==> config.mk <==
export PLATFORM = sky130hd
export DESIGN_NAME = core_seq_ctrl
export DESIGN_NICKNAME = d
export VERILOG_FILES = /design/src/rtl/core_seq_ctrl.sv
export SDC_FILE = /design/constraint.sdc
export NUM_CORES = 1
export LEC_CHECK = 0
export CORE_MARGIN = 1.5
export CORE_UTILIZATION = 40
export CTS_CLUSTER_DIAMETER = 100
export DETAILED_ROUTE_END_ITERATION = 8
export PLACE_DENSITY = 0.76
export SLEW_MARGIN = 20
export SYNTH_ARGS = -nofsm -noshare
export SYNTH_HDL_FRONTEND = slang
export SYNTH_SLANG_ARGS = --single-unit
export TNS_END_PERCENT = 20
==> constraint.sdc <==
create_clock -name clk -period 2.3 [get_ports clk]
set_input_delay 0.46 -clock clk [delete_from_list [all_inputs] [get_ports clk]]
set_output_delay 0.46 -clock clk [all_outputs]
set_load 0.005 [all_outputs]
==> src/rtl/core_seq_ctrl.sv <==
// Multi-cycle sequencer for the RV32I core: owns PC and instruction register,
// drives fetch and data-memory handshakes, and steps FETCH/DECODE/EXEC/MEM/WB.
module core_seq_ctrl #(
  parameter logic [31:0] RESET_PC = 32'h8000_0000,
  parameter int unsigned TIMEOUT  = 255
) (
  input  logic        clk,
  input  logic        rst,
  output logic        imem_req,
  input  logic        imem_rvalid,
  input  logic [31:0] imem_rdata,
  output logic [31:0] pc,
  output logic [31:0] inst,
  input  logic        dec_is_load,
  input  logic        dec_is_store,
  input  logic        dec_w_en,
  input  logic        dec_jump_en,
  input  logic        dec_trap,
  input  logic [31:0] npc_in,
  output logic        dmem_req,
  output logic        dmem_we,
  input  logic        dmem_ack,
  output logic        rf_we,
  output logic        retire,
  output logic        halt,
  output logic        err,
  output logic [2:0]  dbg_state_o
);

  localparam int unsigned CW = $clog2(TIMEOUT + 1);
  localparam logic [CW-1:0] CNT_LAST = CW'(TIMEOUT - 1);

  typedef enum logic [2:0] {
    S_IDLE, S_FETCH, S_DECODE, S_EXEC, S_MEM, S_WB, S_HALT, S_ERR
  } state_e;

  state_e        state_q, state_d;
  logic [31:0]   pc_q, pc_d;
  logic [31:0]   inst_q, inst_d;
  logic [CW-1:0] cnt_q, cnt_d;
  logic          jump_bad;

  always_ff @(posedge clk or posedge rst) begin
    if (rst) begin
      state_q <= S_IDLE;
      pc_q    <= RESET_PC;
      inst_q  <= '0;
      cnt_q   <= '0;
    end else begin
      state_q <= state_d;
      pc_q    <= pc_d;
      inst_q  <= inst_d;
      cnt_q   <= cnt_d;
    end
  end

  assign jump_bad = dec_jump_en && (npc_in[1:0] != 2'b00);

  // Handshakes: imem_req / dmem_req are held high for the whole FETCH / MEM
  // state; a transfer completes in the cycle rvalid / ack is sampled high while
  // the request is up. A handshake arriving in the timeout cycle still wins.
  always_comb begin
    state_d  = state_q;
    pc_d     = pc_q;
    inst_d   = inst_q;
    cnt_d    = '0;
    imem_req = 1'b0;
    dmem_req = 1'b0;
    dmem_we  = 1'b0;
    rf_we    = 1'b0;
    retire   = 1'b0;
    halt     = 1'b0;
    err      = 1'b0;
    case (state_q)
      S_IDLE: state_d = S_FETCH;
      S_FETCH: begin
        imem_req = 1'b1;
        if (imem_rvalid) begin
          inst_d  = imem_rdata;
          state_d = S_DECODE;
        end else if (cnt_q == CNT_LAST) begin
          state_d = S_ERR;
        end else begin
          cnt_d = cnt_q + CW'(1);
        end
      end
      S_DECODE: state_d = dec_trap ? S_HALT : S_EXEC;
      S_EXEC:   state_d = (dec_is_load || dec_is_store) ? S_MEM : S_WB;
      S_MEM: begin
        dmem_req = 1'b1;
        dmem_we  = dec_is_store;
        if (dmem_ack) begin
          state_d = S_WB;
        end else if (cnt_q == CNT_LAST) begin
          state_d = S_ERR;
        end else begin
          cnt_d = cnt_q + CW'(1);
        end
      end
      S_WB: begin
        // A misaligned jump target aborts the instruction without retiring it.
        if (jump_bad) begin
          state_d = S_ERR;
        end else begin
          rf_we   = dec_w_en;
          retire  = 1'b1;
          pc_d    = dec_jump_en ? npc_in : pc_q + 32'd4;
          state_d = S_FETCH;
        end
      end
      S_HALT: halt = 1'b1;
      S_ERR: begin
        halt = 1'b1;
        err  = 1'b1;
      end
      default: state_d = S_ERR;
    endcase
  end

  assign pc          = pc_q;
  assign inst        = inst_q;
  assign dbg_state_o = state_q;

endmodule

==> impl_metrics.toml <==
[detailed_routing]
ant_nets = 0
wl_per_cell_um = 16.0
via_per_inst = 5.46
drtIter0Drc = 123
drc = 0
drt-total-wl_um = 10800
drt_pass1_iterations = 4
vias = 3703

[layout]
antennaDiodeCount = 0
post_route_cells_drive_above_1_share_pct = 9.36
synthToLayoutAreaGrowth_pct = 47.3
stdcell_area_sq_um = 5810
fin_util_pct = 60.0
final_cell_mix = "144 x clkdlybuf4s50_1, 72 x dfrtp_1, 32 x mux2_1"
layout_commonest_cell = "clkdlybuf4s50_1"
fin_nets = 618
layout.cells.non_filler = 678

[power]
static-leakage-power_nw = 2.33
comb_power_share_pct = 44.0
p_int_mw = 3.93
switching_share_pct = 34.0
power_frac_clock_pct = 16.2
powerDensity_nw_per_um2 = 1020
peakVddDrop_mv = 0.621
seqPwrFrac_pct = 39.8
p_sw_mw = 2.02

[cts]
ctsRootBufferMaster = "clkbuf_8"
htreeDepth = 3
cts_tree = "yes"
clock_path_buffers = 2
holdBufCountCts = 0
cts-buffers-inserted = 9
clock_sinks = 75
clkTransAtPathRegs_ps = 80
postCtsSetupRepairBufs = 0
clk_latency_ps = 340

[place]
post-place-cells = 662
place_congestion = 0.879
io_buffers = 146
hpwl_um = 7890
placed_area_sq_um = 5610

[yosys]
synth-simple-area-share_pct = 18.6
synth.avg_cell_area_sq_um = 10.1
async_reset_ff_share_pct = 100
ys_seq_area_share_pct = 47.6
synth_top_family_by_area = "simple AND/OR/NAND/NOR gates"
synth_compound_area_share_pct = 17.5
ys_types = 57
synth-adder-area-share_pct = 1.59
synthFlopType = "dfrtp_1"
synth_edf_count = 0
muxShareOfSynthArea_pct = 9.64
yosysTopAreaCell = "dfrtp_1"
yosys.area_share.xor_xnor_pct = 1.33
synth_area_sq_um = 3950
synthCells = 392
ys_seq_elements = 75
synth_nets = 470
yosys_warnings = 0
synth_area_leaders = "dfrtp_1 47%, mux2_1 9.1%, nor2_1 2.9%, nand3_1 2.4%, o21ai_0 2.3%"
yosysTopAreaCellShare_pct = 46.9

[outcome]
status = "finished clean"

[die]
fp.dieH_um = 102
boundaryPins = 147
die_x_um = 102
initial_core_util_pct = 40.7
fp.dieArea_sq_um = 10500
core-area_sq_um = 9680
row_count = 36

[grt]
met2_usage_pct = 35.8
grt_usage_pct = 21.0
met1_usage_pct = 25.2
antenna_found_initial = 0
grt_pass1_wl_um = 17300
grt_use_met3_pct = 6.91
overflow = 0
grt_max_degree = 69
grt_pass1_vias = 3643
top_usage_layer = "met2"

[sta]
tns_ps = 0
max-slew-margin-rel_pct = 60.1
rsz0062_at_grt = "false"
worstMarginPinSlew_ps = 595
final-hold-violation-count = 0
clock_skew_ps = 8.89
fmax_mhz = 448
final-setup-viol-count = 0
min_period_ps = 2230
drv_slew = 0
post-route-period-util_pct = 97.0
hold_slack_ps = 385

[setup_path]
startpoint_type = "flop"
worstSetupEndpointType = "output port"
critical_path_class = "flop to output port"
crit_fanout = 11
worstPathArrival_ps = 1770
cp_data_required_time_ps = 1840

[flow_run]
max_cap_violations = 0

[hold_path]
hold_path.class = "input port to asynchronous set/reset pin"
sequential cells by signal, summed over array words and instances, names as in the netlist:
register	flops
dbg_state_o	3
pc	32
inst	32
cnt_q	8
layout make-up:
cell class / count / area, sq um
fillers: 827 / 3870
flip-flops and latches: 75 / 1880
inverters: 11 / 45.0
multi-input cells: 282 / 1940
clock inverters: 5 / 36.3
clock buffers: 11 / 151
well taps: 133 / 166
repair buffers: 161 / 1600
power groups by stage:
stage | Sequential [mW] | Clock (mW) | Combinational [mW]
2_1_floorplan | 2.32 | 0 | 1.07
3_3_place_gp | 2.35 | 0 | 2.57
3_5_place_dp | 2.38 | 0 | 2.63
4_1_cts | 2.36 | 0.993 | 2.64
5_1_grt | 2.44 | 1.04 | 2.85
6_report | 2.37 | 0.966 | 2.62
path summary, 6_finish.rpt:
check / start / end / slack [ps] / depth (start not counted)
max: dbg_state_o[2]$_DFFE_PP0P_ / dmem_we / 70 / 3
max reg2reg: pc[3]$_DFFE_PP0P_ / pc[26]$_DFFE_PP0P_ / 180 / 6
min: rst / inst[14]$_DFFE_PP0P_ / 380 / 2
min in group clk: inst[27]$_DFFE_PP0P_ / inst[27]$_DFFE_PP0P_ / 490 / 1
min reg2reg: inst[27]$_DFFE_PP0P_ / inst[27]$_DFFE_PP0P_ / 490 / 1
max in group asynchronous: rst / pc[31]$_DFFE_PP1P_ / 1290 / 3
stage by stage:
step / power (mW) / setup WS, ps
3_5_place_dp: 5.00 / 35.5
5_1_grt: 6.34 / 3.20
4_1_cts: 6.00 / 11.9
3_3_place_gp: 4.92 / 33.4
2_1_floorplan: 3.39 / 429
6_report: 5.95 / 70.0
cell usage after synthesis (3+ instances only):
| cell | count |
|---|---|
| o21ai_1 | 14 |
| or3_1 | 7 |
| nand4_1 | 3 |
| a32oi_1 | 4 |
| clkbuf_1 | 15 |
| ha_1 | 5 |
| and4_1 | 4 |
| mux2_1 | 32 |
| o22a_1 | 4 |
| nand2_1 | 21 |
| dfrtp_1 | 74 |
| nor4_1 | 4 |
| a311oi_1 | 8 |
| and3_1 | 8 |
| inv_1 | 9 |
| nor2b_1 | 3 |
| nor3_1 | 11 |
| o22ai_1 | 4 |
| nor2_1 | 31 |
| nand3_1 | 19 |
| and2_1 | 5 |
| a22oi_1 | 4 |
| a31oi_1 | 3 |
| o21a_1 | 3 |
| o21ai_0 | 18 |
| a21oi_1 | 16 |
| a211oi_1 | 7 |
| o2bb2ai_1 | 4 |
| xor2_1 | 5 |
| buf_2 | 8 |
repair_timing:
| action | 4_1_cts | 5_1_grt |
|---|---|---|
| pin swaps | 0 | 1 |
| setup endpoints to repair | 3 | 3 |
| gates resized for setup | 2 | 5 |
worst max-delay path, cell delays in order (launching register included):
cell and delay [ps]:
dfrtp_2 470, nor3b_2 310, and2_1 170, clkdlybuf4s50_1 490
per-layer routing:
metal	vias to the layer above	part of all wire [%]
met4	0	1.3
li1	1745	-
met5	-	0
met3	14	8.7
met2	144	49
met1	1800	41
cell families (layout without fill, tap and decap cells):
family / Yosys count / count (layout)
AO/OA/AOI/OAI: 103 / 103
XOR/XNOR: 6 / 6
adder cells (fa/ha/maj): 5 / 5
buffers and inverters: 35 / 188
flip-flops: 75 / 75
multiplexers: 34 / 34
AND/OR/NAND/NOR: 134 / 134
No activity file was read; power rests on OpenSTA's default activity.
